**config.mk**
```make
export PLATFORM = sky130hd
export DESIGN_NAME = lut_pc_prog
export DESIGN_NICKNAME = d
export VERILOG_FILES = /design/src/rtl/lut_pc_pkg.sv /design/src/rtl/lut_pc_mem.sv /design/src/rtl/lut_pc_prog.sv
export SDC_FILE = /design/constraint.sdc
export NUM_CORES = 1
export LEC_CHECK = 0
export ABC_AREA = 1
export CORE_MARGIN = 4
export CORE_UTILIZATION = 55
export CTS_BUF_LIST = sky130_fd_sc_hd__clkbuf_8
export CTS_CLUSTER_SIZE = 14
export DETAILED_ROUTE_END_ITERATION = 8
export PLACE_DENSITY = 0.81
export SYNTH_ARGS = -nofsm -noshare
export SYNTH_HDL_FRONTEND = slang
export SYNTH_SLANG_ARGS = --single-unit
```
**constraint.sdc**
```tcl
create_clock -name Clk -period 2.5 [get_ports Clk]
set_input_delay 0.75 -clock Clk [delete_from_list [all_inputs] [get_ports Clk]]
set_output_delay 0.75 -clock Clk [all_outputs]
set_load 0.01 [all_outputs]
```
**src/rtl/lut_pc_pkg.sv**
```systemverilog
// Shared types and default widths for the programmable PC target table.
package lut_pc_pkg;
    typedef enum logic {INIT = 1'b0, READY = 1'b1} state_e;

    localparam int LUT_ADDR_W   = 4;
    localparam int LUT_TARGET_W = 10;
endpackage

```
**src/rtl/lut_pc_mem.sv**
```systemverilog
// DEPTH x TARGET_W register array: one synchronous write port, one combinational read port.
module lut_pc_mem #(
    parameter int ADDR_W   = 4,
    parameter int TARGET_W = 10,
    parameter int DEPTH    = 16
) (
    input  logic                clk_i,
    input  logic                we_i,
    input  logic [ADDR_W-1:0]   waddr_i,
    input  logic [TARGET_W-1:0] wdata_i,
    input  logic [ADDR_W-1:0]   raddr_i,
    output logic [TARGET_W-1:0] rdata_o
);
    logic [TARGET_W-1:0] mem_q [DEPTH];

    // No reset: the owner rewrites every entry before the table is used.
    always_ff @(posedge clk_i) begin
        if (we_i) mem_q[waddr_i] <= wdata_i;
    end

    assign rdata_o = mem_q[raddr_i];
endmodule

```
**src/rtl/lut_pc_prog.sv**
```systemverilog
// Runtime-programmable branch-target table: identity self-init after reset, then loader
// writes and registered lookups with write-first bypass and out-of-range reporting.
module lut_pc_prog
    import lut_pc_pkg::*;
#(
    parameter int ADDR_W   = LUT_ADDR_W,
    parameter int TARGET_W = LUT_TARGET_W,
    parameter int DEPTH    = 16
) (
    input  logic                Clk,
    input  logic                Reset,
    input  logic                wr_en,
    input  logic [ADDR_W-1:0]   wr_addr,
    input  logic [TARGET_W-1:0] wr_data,
    output logic                wr_ack,
    input  logic                rd_en,
    input  logic [ADDR_W-1:0]   rd_addr,
    output logic [TARGET_W-1:0] rd_target,
    output logic                rd_valid,
    output logic                rd_err,
    output logic                ready
);
    localparam logic [ADDR_W:0]   DEPTH_V  = (ADDR_W+1)'(DEPTH);
    localparam logic [ADDR_W-1:0] LAST_IDX = ADDR_W'(DEPTH-1);

    state_e              state_q, state_d;
    logic [ADDR_W-1:0]   init_cnt_q, init_cnt_d;
    logic                mem_we;
    logic [ADDR_W-1:0]   mem_waddr;
    logic [TARGET_W-1:0] mem_wdata, mem_rdata;
    logic                wr_in_range, rd_in_range, rd_acc;
    logic                wr_ack_q, wr_ack_d, rd_valid_q, rd_valid_d, rd_err_q, rd_err_d;
    logic [TARGET_W-1:0] rd_target_q, rd_target_d;

    assign wr_in_range = {1'b0, wr_addr} < DEPTH_V;
    assign rd_in_range = {1'b0, rd_addr} < DEPTH_V;
    assign rd_acc      = (state_q == READY) && rd_en;

    lut_pc_mem #(.ADDR_W(ADDR_W), .TARGET_W(TARGET_W), .DEPTH(DEPTH)) u_mem (
        .clk_i   (Clk),
        .we_i    (mem_we),
        .waddr_i (mem_waddr),
        .wdata_i (mem_wdata),
        .raddr_i (rd_addr),
        .rdata_o (mem_rdata)
    );

    // INIT owns the write port; loader traffic is ignored until READY.
    always_comb begin
        state_d    = state_q;
        init_cnt_d = init_cnt_q;
        mem_we     = 1'b0;
        mem_waddr  = wr_addr;
        mem_wdata  = wr_data;
        case (state_q)
            INIT: begin
                mem_we     = 1'b1;
                mem_waddr  = init_cnt_q;
                mem_wdata  = TARGET_W'(init_cnt_q);
                init_cnt_d = init_cnt_q + 1'b1;
                if (init_cnt_q == LAST_IDX) begin
                    state_d    = READY;
                    init_cnt_d = init_cnt_q;
                end
            end
            READY:   mem_we  = wr_en && wr_in_range;
            default: state_d = INIT;
        endcase
    end

    always_comb begin
        wr_ack_d    = (state_q == READY) && wr_en;
        rd_valid_d  = rd_acc;
        rd_err_d    = rd_acc && !rd_in_range;
        rd_target_d = rd_target_q;
        if (rd_acc) begin
            if (!rd_in_range)                        rd_target_d = '0;
            else if (wr_en && (wr_addr == rd_addr))  rd_target_d = wr_data;
            else                                     rd_target_d = mem_rdata;
        end
    end

    always_ff @(posedge Clk or posedge Reset) begin
        if (Reset) begin
            state_q     <= INIT;
            init_cnt_q  <= '0;
            wr_ack_q    <= 1'b0;
            rd_valid_q  <= 1'b0;
            rd_err_q    <= 1'b0;
            rd_target_q <= '0;
        end else begin
            state_q     <= state_d;
            init_cnt_q  <= init_cnt_d;
            wr_ack_q    <= wr_ack_d;
            rd_valid_q  <= rd_valid_d;
            rd_err_q    <= rd_err_d;
            rd_target_q <= rd_target_d;
        end
    end

    assign wr_ack    = wr_ack_q;
    assign rd_valid  = rd_valid_q;
    assign rd_err    = rd_err_q;
    assign rd_target = rd_target_q;
    assign ready     = (state_q == READY);
endmodule
```
==> qor.yml <==
outcome:
  result_of_the_run: "completed"
critical_path:
  cp.required_ps: 1750
  worst-path-max-fanout: 11
  crit_path_end_kind: "primary output"
  timing.reg2reg.worst_path_depth: 8
  timing.critical_path.cells: "clkdlybuf4s50_1"
  crit_slowest_cell: "sky130_fd_sc_hd__clkdlybuf4s50_1"
  worstPathArrival_ps: 1610
  worst-path-buf-inv: 1
  cp_slowest_stage_delay_ps: 600
  worstSetupStartpointType: "flip-flop"
  critPathTopFamily: "buffers and inverters"
  critical_path_depth: 1
  critical_path_class: "reg -> out"
die:
  top_level_ports: 36
  start_util_pct: 57.16
  floorplan.die.height_um: 129.0
  placeableCoreArea_sq_mm: 0.01410
  die-area_sq_mm: 0.01665
  die-width_um: 129.0
  placementRows: 43
route:
  wl_per_cell_um: 17.83
  first_pass_iters: 5
  wl_um: 18900
  detail_route.vias_per_cell: 5.533
  drc_markers: 0
  antenna_left: 0
  dr.first_iter.drc_count: 804
  via_count: 5865
yosys:
  post-synth-top-area-cell: "sky130_fd_sc_hd__edfxtp_1"
  synth_seq_area_share_pct: 64.91
  ys_async_sr_fraction_pct: 9.605
  post-synth-top-area-fraction_pct: 59.63
  synth.avg_cell_area_sq_um: 9.960
  ys_seq_elements: 177
  synthesis.area_sq_mm: 0.008058
  synth_cells: 809
  synth-edff-count: 160
  yosys.cell_types.count: 26
  yosys_warnings: 0
  synthTopCellsByArea: "sky130_fd_sc_hd__edfxtp_1 (60%), sky130_fd_sc_hd__nand2_1 (12%), sky130_fd_sc_hd__nand3_1 (9.1%)"
  net_count_after_synthesis: 832
  ys.flop_type: "sky130_fd_sc_hd__edfxtp_1"
place:
  io_buffers: 34
  hpwlAfterDp_um: 12850
  numPlacedInstances: 1028
  gp_congestion: 0.9916
timing:
  max_clock_freq_ghz: 0.4237
  finalSetupTns_ps: 0
  clock_skew_ps: 13.61
  maxSlewViolCount: 0
  max_slew.worst_pin.slew_ps: 653.7
  unrepaired_setup_endpoints_after_global_routing: "no"
  final.period_utilization_pct: 94.41
  timing.final.crit_period_ps: 2360
  slew_headroom_pct: 56.37
  setup_violations: 0
  final-hold-violation-count: 0
cells_and_area:
  areaGrowthSynthToFinish_pct: 13.63
  antenna_cells_inserted: 0
  stdcell_count: 1060
  num-nets-final: 890
  layout_commonest_cell: "sky130_fd_sc_hd__nand2_1"
  drive_above_1_share_pct: 11.14
  most-common-layout-cells: "sky130_fd_sc_hd__nand2_1 (250), sky130_fd_sc_hd__edfxtp_1 (160), sky130_fd_sc_hd__nand3_1 (147), sky130_fd_sc_hd__inv_1 (142), sky130_fd_sc_hd__buf_4 (42)"
  filler_cell_count: 1023
grt:
  number_of_global_route_vias_before_repair: 5633
  grt_util_all_layers_pct: 23.93
  grt_antenna_before_repair: 0
  grt_first_pass_wirelength_um: 29660
  globalRoute.totalOverflow: 0
  grt_start_max_net_pins: 41
cts:
  root_buffer: "sky130_fd_sc_hd__clkbuf_8"
  tritoncts: "done"
  clkLatencyLatePin_ps: 470
  cts.sink_count: 177
  cts_max_path_buffers: 2
  cts_hold_repair.buffers: 0
  postCtsSetupRepairBufs: 0
  clkSlewWorstSetupHoldPaths_ps: 90
  cts.repair.resized: 0
  htreeDepth: 4
  cts_made_buffers: 17
power:
  pwr_density_cell_mw_per_mm2: 626.5
  leak_nw: 4.052
  power.ir.vdd_worst_mv: 0.3633
job:
  drv.max_cap_violation_count: 0
hold_path:
  timing.hold.worst_path_depth: 2
  hold_path_class: "reg -> reg"
==> Yosys cell counts (2+ instances only) <==
cell,n
sky130_fd_sc_hd__buf_2,22
sky130_fd_sc_hd__buf_4,2
sky130_fd_sc_hd__buf_6,4
sky130_fd_sc_hd__clkbuf_1,11
sky130_fd_sc_hd__dfrtp_1,17
sky130_fd_sc_hd__edfxtp_1,160
sky130_fd_sc_hd__inv_1,139
sky130_fd_sc_hd__inv_4,2
sky130_fd_sc_hd__nand2_1,250
sky130_fd_sc_hd__nand2_2,4
sky130_fd_sc_hd__nand2_4,8
sky130_fd_sc_hd__nand3_1,147
sky130_fd_sc_hd__nand4_1,11
sky130_fd_sc_hd__nor2_1,16
sky130_fd_sc_hd__nor2_4,3
sky130_fd_sc_hd__xnor2_1,3
==> state kept, by name, indices dropped and copies added, names as in the netlist <==
register     flops
rd_valid         1
init_cnt_q       4
rd_target       10
ready            1
wr_ack           1
u_mem.mem_q    160
==> cell families (layout without fill, tap and decap cells) <==
logic type      count (synthesis)  in the layout  share of synthesized area [%]
fa+ha+maj                       1              1                         0.1553
xor+xnor                        4              4                         0.6678
other cells                     1              1                        0.04654
buf+inv                       183            254                          9.487
flops                         177            177                          64.91
simple gates                  442            442                          24.67
compound gates                  1              1                        0.06205
==> routing by layer <==
| metal | part of all wire [%] | vias up | GRT usage (%) |
|---|---|---|---|
| li1 | - | 2711 | - |
| met1 | 38 | 2720 | 31.06 |
| met2 | 47 | 367 | 37.53 |
| met3 | 10 | 67 | 6.430 |
| met4 | 4.1 | 0 | 11.86 |
| met5 | 0 | - | 0 |
==> through the flow <==
step	hold WS [ps]	instance area [sq um]	power (mW)	worst slack [ps]	utilization [%]
after floorplan	515.7	8058	3.663	544.5	-
after global placement	470.4	8778	3.884	216.6	62.28
after detailed placement	482.6	8778	3.900	156.9	62.28
after CTS	505.2	9156	5.756	97.66	64.96
after global routing	524.9	9156	5.936	10.75	64.96
final	502.3	9156	5.737	139.7	64.96
==> tightest hold or removal path, cell delays in order (launching register included) <==
cell and delay [ps]:
sky130_fd_sc_hd__dfrtp_1 360, sky130_fd_sc_hd__nand2_1 60, sky130_fd_sc_hd__nand2_1 50
==> report_power, final <==
group | total [mW] | switching (mW) | internal (mW) | leakage, nW
combinational | 0.554 | 0.352 | 0.202 | 2.22
clock | 1.90 | 1.02 | 0.880 | 0.196
sequential | 3.29 | 0.0210 | 3.27 | 1.63
==> path summary, 6_finish.rpt <==
path | startpoint | endpoint | slack [ps]
min | rd_target[1] | rd_target[1] | 500
max | ready | ready | 140
max reg2reg | ready | u_mem.mem_q[5][8] | 500
max in group asynchronous | Reset | rd_target[7] | 1400
min reg2reg | rd_target[1] | rd_target[1] | 500
min in group asynchronous | Reset | init_cnt_q[2] | 670
==> layout make-up <==
type,instances,area (sq um),area share (%)
Clock buffer,17,234.0,2.555
Clock inverter,15,143.9,1.571
Inverter,143,549.3,5.999
Multi-Input combinational cell,449,2063,22.53
Sequential cell,177,5230,57.12
Tap cell,180,225.2,2.460
Timing Repair Buffer,79,710.7,7.762
Power figures use the tool's default switching activity.
==> RTL change 1 (same flow settings) <==
Set the package constant `LUT_ADDR_W` to 5 (it was 4).
--- a/src/rtl/lut_pc_pkg.sv
+++ b/src/rtl/lut_pc_pkg.sv
@@ -2,7 +2,7 @@
 package lut_pc_pkg;
     typedef enum logic {INIT = 1'b0, READY = 1'b1} state_e;
 
-    localparam int LUT_ADDR_W   = 4;
+    localparam int LUT_ADDR_W   = 5;
     localparam int LUT_TARGET_W = 10;
 endpackage
 
Ports: changed (resized rd_addr and wr_addr); port bits go from 36 to 38. The function was not compared with the original's and may differ.
==> RTL change 1 against the original RTL <==
Sequential cell count is 2 higher; count of clock-buffer cells in the layout rose by 3; combinational power shrank 10%; design area fell by 5.0%; worst setup slack got worse by 0.047 ns; power increased by 0.16%; area after synthesis fell by 6.7%; routed wire length shrank 5.6%; register-to-register slack lost 0.23 ns; largest cell class unchanged.
==> RTL change 1: results (changes against the original RTL) <==
Parameter                              Value

GRT
  Wire length of the first global-routing pass    27.8 mm (-6.4%)
  Overall Global Routing Usage    0.234 (-0.00511)
  Maximum number of pins on one net before global-route repair    61 (+49%)

Drt
  Wire length reported by the detailed router    17.8 mm (-5.6%)
  Number of detailed-route iterations in the first pass    6 (+1)
  Via count    5386 (-8.2%)
  Initial detailed-routing violation count    698 (-13%)

Finish
  Fillers    949 (-7.2%)

Synth
  Post-synthesis compound-gate area fraction    0.00866 (+0.00804)
  Synthesized netlist net count    721 (-13%)
  Post-synthesis cell type count    19 (-27%)
  Adder-cell share of the synthesized area    0.00333 (+0.00178)
  Post-synthesis sequential area ratio    0.703 (+0.0536)
  Post-Synthesis Mean Instance Area    10.8 um^2 (+8.6%)
  Share of synthesized registers carrying an async set or reset    0.106 (+0.0101)

Clock tree
  Worst-Skew Late Latency    0.45 ns (-0.02 ns)

Critical path
  Crit path largest cell delay    0.56 ns (-0.04 ns)
  FF-to-FF setup slack    0.27 ns (-0.23 ns)

Min path
  Sink of the worst hold path    rd_target[9]
  Start point of the worst min-delay path    rd_target[9]

Status
  Run status    complete, no violations

Place
  Number of input and output port buffers inserted    37 (+8.8%)
  Cell count after placement    919 (-11%)

Power
  Maximum ir drop on the vdd rail    762 uV (+110%)

Timing
  Transition time at the pin with the least slew margin    0.941 ns (+0.287 ns)
-- RTL change 1: cell types whose count changed after synthesis, moves of 7 or more --
cell,change
buf_4,+7
inv_1,-116
nand4_1,-10
nor2_1,+31
nand2_4,-8
o21ai_0,+8
-- RTL change 1: timing repair --
action	4_1_cts	5_1_grt
resized for setup	0	1
setup buffers	0	1
endpoints found under the setup margin	0	1
hold buffers	0	0
-- RTL change 1: worst reg2reg max path: stages, from the launching register on --
cell     delay [ns]
dfrtp_1        0.43
buf_4          0.15
inv_1          0.06
nand2_1        0.09
o21ai_0        0.09
buf_4          0.16
nor2_1         0.10
nand2_1        0.07
nor2_1         0.72
-- RTL change 1: final cells by class --
type                            instances  share of cell area
Multi-Input combinational cell        454               0.222
Tap cell                              176              0.0253
Clock buffer                           20              0.0317
Clock inverter                         12              0.0147
Timing Repair Buffer                   86              0.0876
Sequential cell                       179               0.607
Inverter                               25              0.0111
-- RTL change 1: worst max path at each step --
stage	start	endpoint	slack, ns	cells past startpoint
6_report	ready	ready	0.09	2
5_1_grt	ready	ready	-0.01	2
4_1_cts	ready	ready	0.02	2
3_5_place_dp	wr_addr[2]	u_mem.mem_q[14][7]	-0.29	6
3_3_place_gp	wr_addr[2]	u_mem.mem_q[14][5]	-0.22	6
2_1_floorplan	wr_addr[2]	u_mem.mem_q[13][0]	0.38	4
-- RTL change 1: through the flow --
stage	instance area, um^2	util	worst slack (ns)	setup TNS [ns]	hold WS (ns)
after CTS	8680	0.653	0.0244	0	0.501
after detailed placement	8280	0.623	-0.294	-10.72	0.481
after global routing	8700	0.654	-0.00960	-0.00960	0.518
after floorplan	7510	-	0.382	0	0.453
final	8700	0.654	0.0930	0	0.504
after global placement	8280	0.623	-0.217	-7.67	0.466
-- RTL change 1: kinds of logic after synthesis --
| kind of cell | Yosys count |
|---|---|
| compound gates | 13 |
| xor+xnor | 3 |
| fa+ha+maj | 2 |
| buf+inv | 62 |
| flops | 179 |
| simple gates | 436 |
-- RTL change 1: power by group through the flow --
stage / Sequential (mW) / Clock, mW / Combinational (mW)
global route: 3.30 / 2.14 / 0.540
finish: 3.30 / 1.95 / 0.497
CTS: 3.30 / 1.97 / 0.495
global placement: 3.36 / 0 / 0.479
detailed placement: 3.37 / 0 / 0.492
floorplan: 3.37 / 0 / 0.257
-- RTL change 1: routing by layer --
layer,GRT usage,up-vias,part of all wire
met4,0.101,0,0.025
met2,0.378,257,0.51
li1,-,2500,-
met1,0.312,2597,0.39
met5,0,-,0
met3,0.0463,32,0.080
==> RTL change 2 (same settings) <==
Without the edit above. Register the output `rd_err` once more; this adds one clock of latency there. The other outputs are not delayed to match.
--- a/src/rtl/lut_pc_prog.sv
+++ b/src/rtl/lut_pc_prog.sv
@@ -100,7 +100,9 @@
 
     assign wr_ack    = wr_ack_q;
     assign rd_valid  = rd_valid_q;
-    assign rd_err    = rd_err_q;
+    always_ff @(posedge Clk) begin
+        rd_err <= rd_err_q;
+    end
     assign rd_target = rd_target_q;
     assign ready     = (state_q == READY);
 endmodule
Formal check against the unedited RTL: equivalent (equiv_simple and equiv_induct, registers matched by name and starting in step).
==> RTL change 2 against the original RTL <==
Power is 2.2% higher; sequential cell count is the same; critical path depth is the same; routed wire length decreased by 9.9%; synthesized cell count is 14% lower; sequential power is essentially flat; worst setup slack better by 0.20 ns; worst hold slack got worse by 0.0042 ns; design area shrank 4.7%; area after synthesis is 5.4% lower; critical path type unchanged; critical endpoint is now rd_target[4]; largest power group unchanged; highest routed layer unchanged.
==> RTL change 2: results (changes against the original RTL) <==
Parameter                              Value

Status
  Run status    complete, no violations

GRT
  Overall Global Routing Usage    0.219 (-0.0198)
  Fraction of met1 tracks used by global routing    0.280 (-0.0306)
  Vias in the first global route    5105 (-9.4%)
  Maximum number of pins on one net before global-route repair    57 (+39%)
  Wire length of the first global-routing pass    26.4 mm (-11%)
  Global routing met2 resource utilization    0.352 (-0.0229)
  Met3 usage    0.0555 (-0.00884)

Critical path
  Data arrival at the endpoint of the critical path    1.41 ns (-0.20 ns)
  FF-to-FF setup slack    0.73 ns (+0.23 ns)
  Worst reg2reg endpoint    u_mem.mem_q[10][9]
  Maximum fanout encountered on the critical timing path    2 (-9)
  CP Capture Point    rd_target[4]
  Crit path largest cell delay    0.56 ns (-0.04 ns)

Finish
  Register containing the most flip-flops in the final layout    u_mem.mem_q
  Nets    775 (-13%)
  Final Instance Count excl. Fillers    941 (-11%)
  Fraction of final layout cells sized beyond drive strength 1    0.135 (+0.0233)
  Largest register FFs    160 (unchanged)

Synth
  Post-synthesis sequential area ratio    0.686 (+0.0371)
  Post-synthesis cell type count    28 (+7.7%)
  Synthesized netlist net count    722 (-13%)
  Most frequent cells after synthesis    160 x edfxtp_1, 157 x nor2_1, 110 x nand2_1
  Leading cell types by total area after synthesis    edfxtp_1 63%, nor2_1 7.7%, dfrtp_1 5.6%
  Post-Synthesis Mean Instance Area    10.9 um^2 (+9.5%)

Power
  Maximum ir drop on the vdd rail    768 uV (+110%)
  Leakage    3.31 nW (-18%)

Drt
  Met1 Routed Length    6.53 mm (-9.9%)
  Initial detailed-routing violation count    532 (-34%)
  Met2 wire length    8.33 mm (-6.4%)
  Routed wire length on met3    1.59 mm (-20%)
  Number of detailed-route iterations in the first pass    6 (+1)
  Via count normalized by instance count    5.62 (+1.5%)
  Wire length reported by the detailed router    17.0 mm (-9.9%)

Timing
  Skew final    0.0143 ns (+0.000662 ns)

Clock tree
  CTS HTree Levels    4 (unchanged)
  Deepest clock path buffer count    2 (unchanged)

Place
  DP Wirelength    11.1 mm (-14%)
  Cell count after placement    909 (-12%)
  Global placement routability congestion    0.884 (-11%)
  Cell area reported after detailed placement    0.00831 mm^2 (-5.4%)

Min path
  Sink of the worst hold path    rd_target[7]
  Start point of the worst min-delay path    rd_target[7]
==> RTL change 2: changes by cell type in the layout (fill, tap and decap cells not counted), moves of 10 or more <==
cell and change:
nor2_1 +141, nand2_1 -140, inv_1 -110, nand3_1 -70
o21ai_0 +59, nand3_2 +10, nand4_1 -10, o21ai_1 +10
==> RTL change 2: worst min-delay path, delay by kind of cell (launching register included) <==
kind,cells,cell delay [ns]
DFF,1,0.36
and+or+nand+nor,2,0.11
==> RTL change 2: area by class of cell <==
type                            instances  area [um^2]
Clock inverter                         15          184
Clock buffer                           17          234
Inverter                               34          135
Timing Repair Buffer                   73          661
Multi-Input combinational cell        449         2060
Tap cell                              176          220
Sequential cell                       177         5230
Fill cell                             955         4670
==> RTL change 2: report_power, final <==
part | switching (mW) | internal, mW | leakage [nW]
clock | 1.04 | 0.998 | 0.204
sequential | 0.0188 | 3.27 | 1.63
combinational | 0.344 | 0.198 | 1.48
==> RTL change 2: cells by family (layout without fill, tap and decap cells) <==
group                      count (synthesis)  in the layout  synth area share
AOI/OAI and AO/OA                         73             73            0.0499
xor gates and xnor gates                   2              2           0.00230
adders and majority gates                  1              1           0.00164
buffers and inverters                     73            139            0.0433
DFF                                      177            177             0.686
other                                      1              1          0.000492
and+or+nand+nor                          372            372             0.216
==> RTL change 2: per-stage QoR <==
| stage | util | setup slack [ns] | power (mW) |
|---|---|---|---|
| 2_1_floorplan | - | 0.550 | 3.66 |
| 3_3_place_gp | 0.620 | 0.251 | 3.87 |
| 3_5_place_dp | 0.620 | 0.217 | 3.89 |
| 4_1_cts | 0.651 | 0.318 | 5.89 |
| 5_1_grt | 0.651 | 0.278 | 6.08 |
| 6_report | 0.651 | 0.340 | 5.86 |
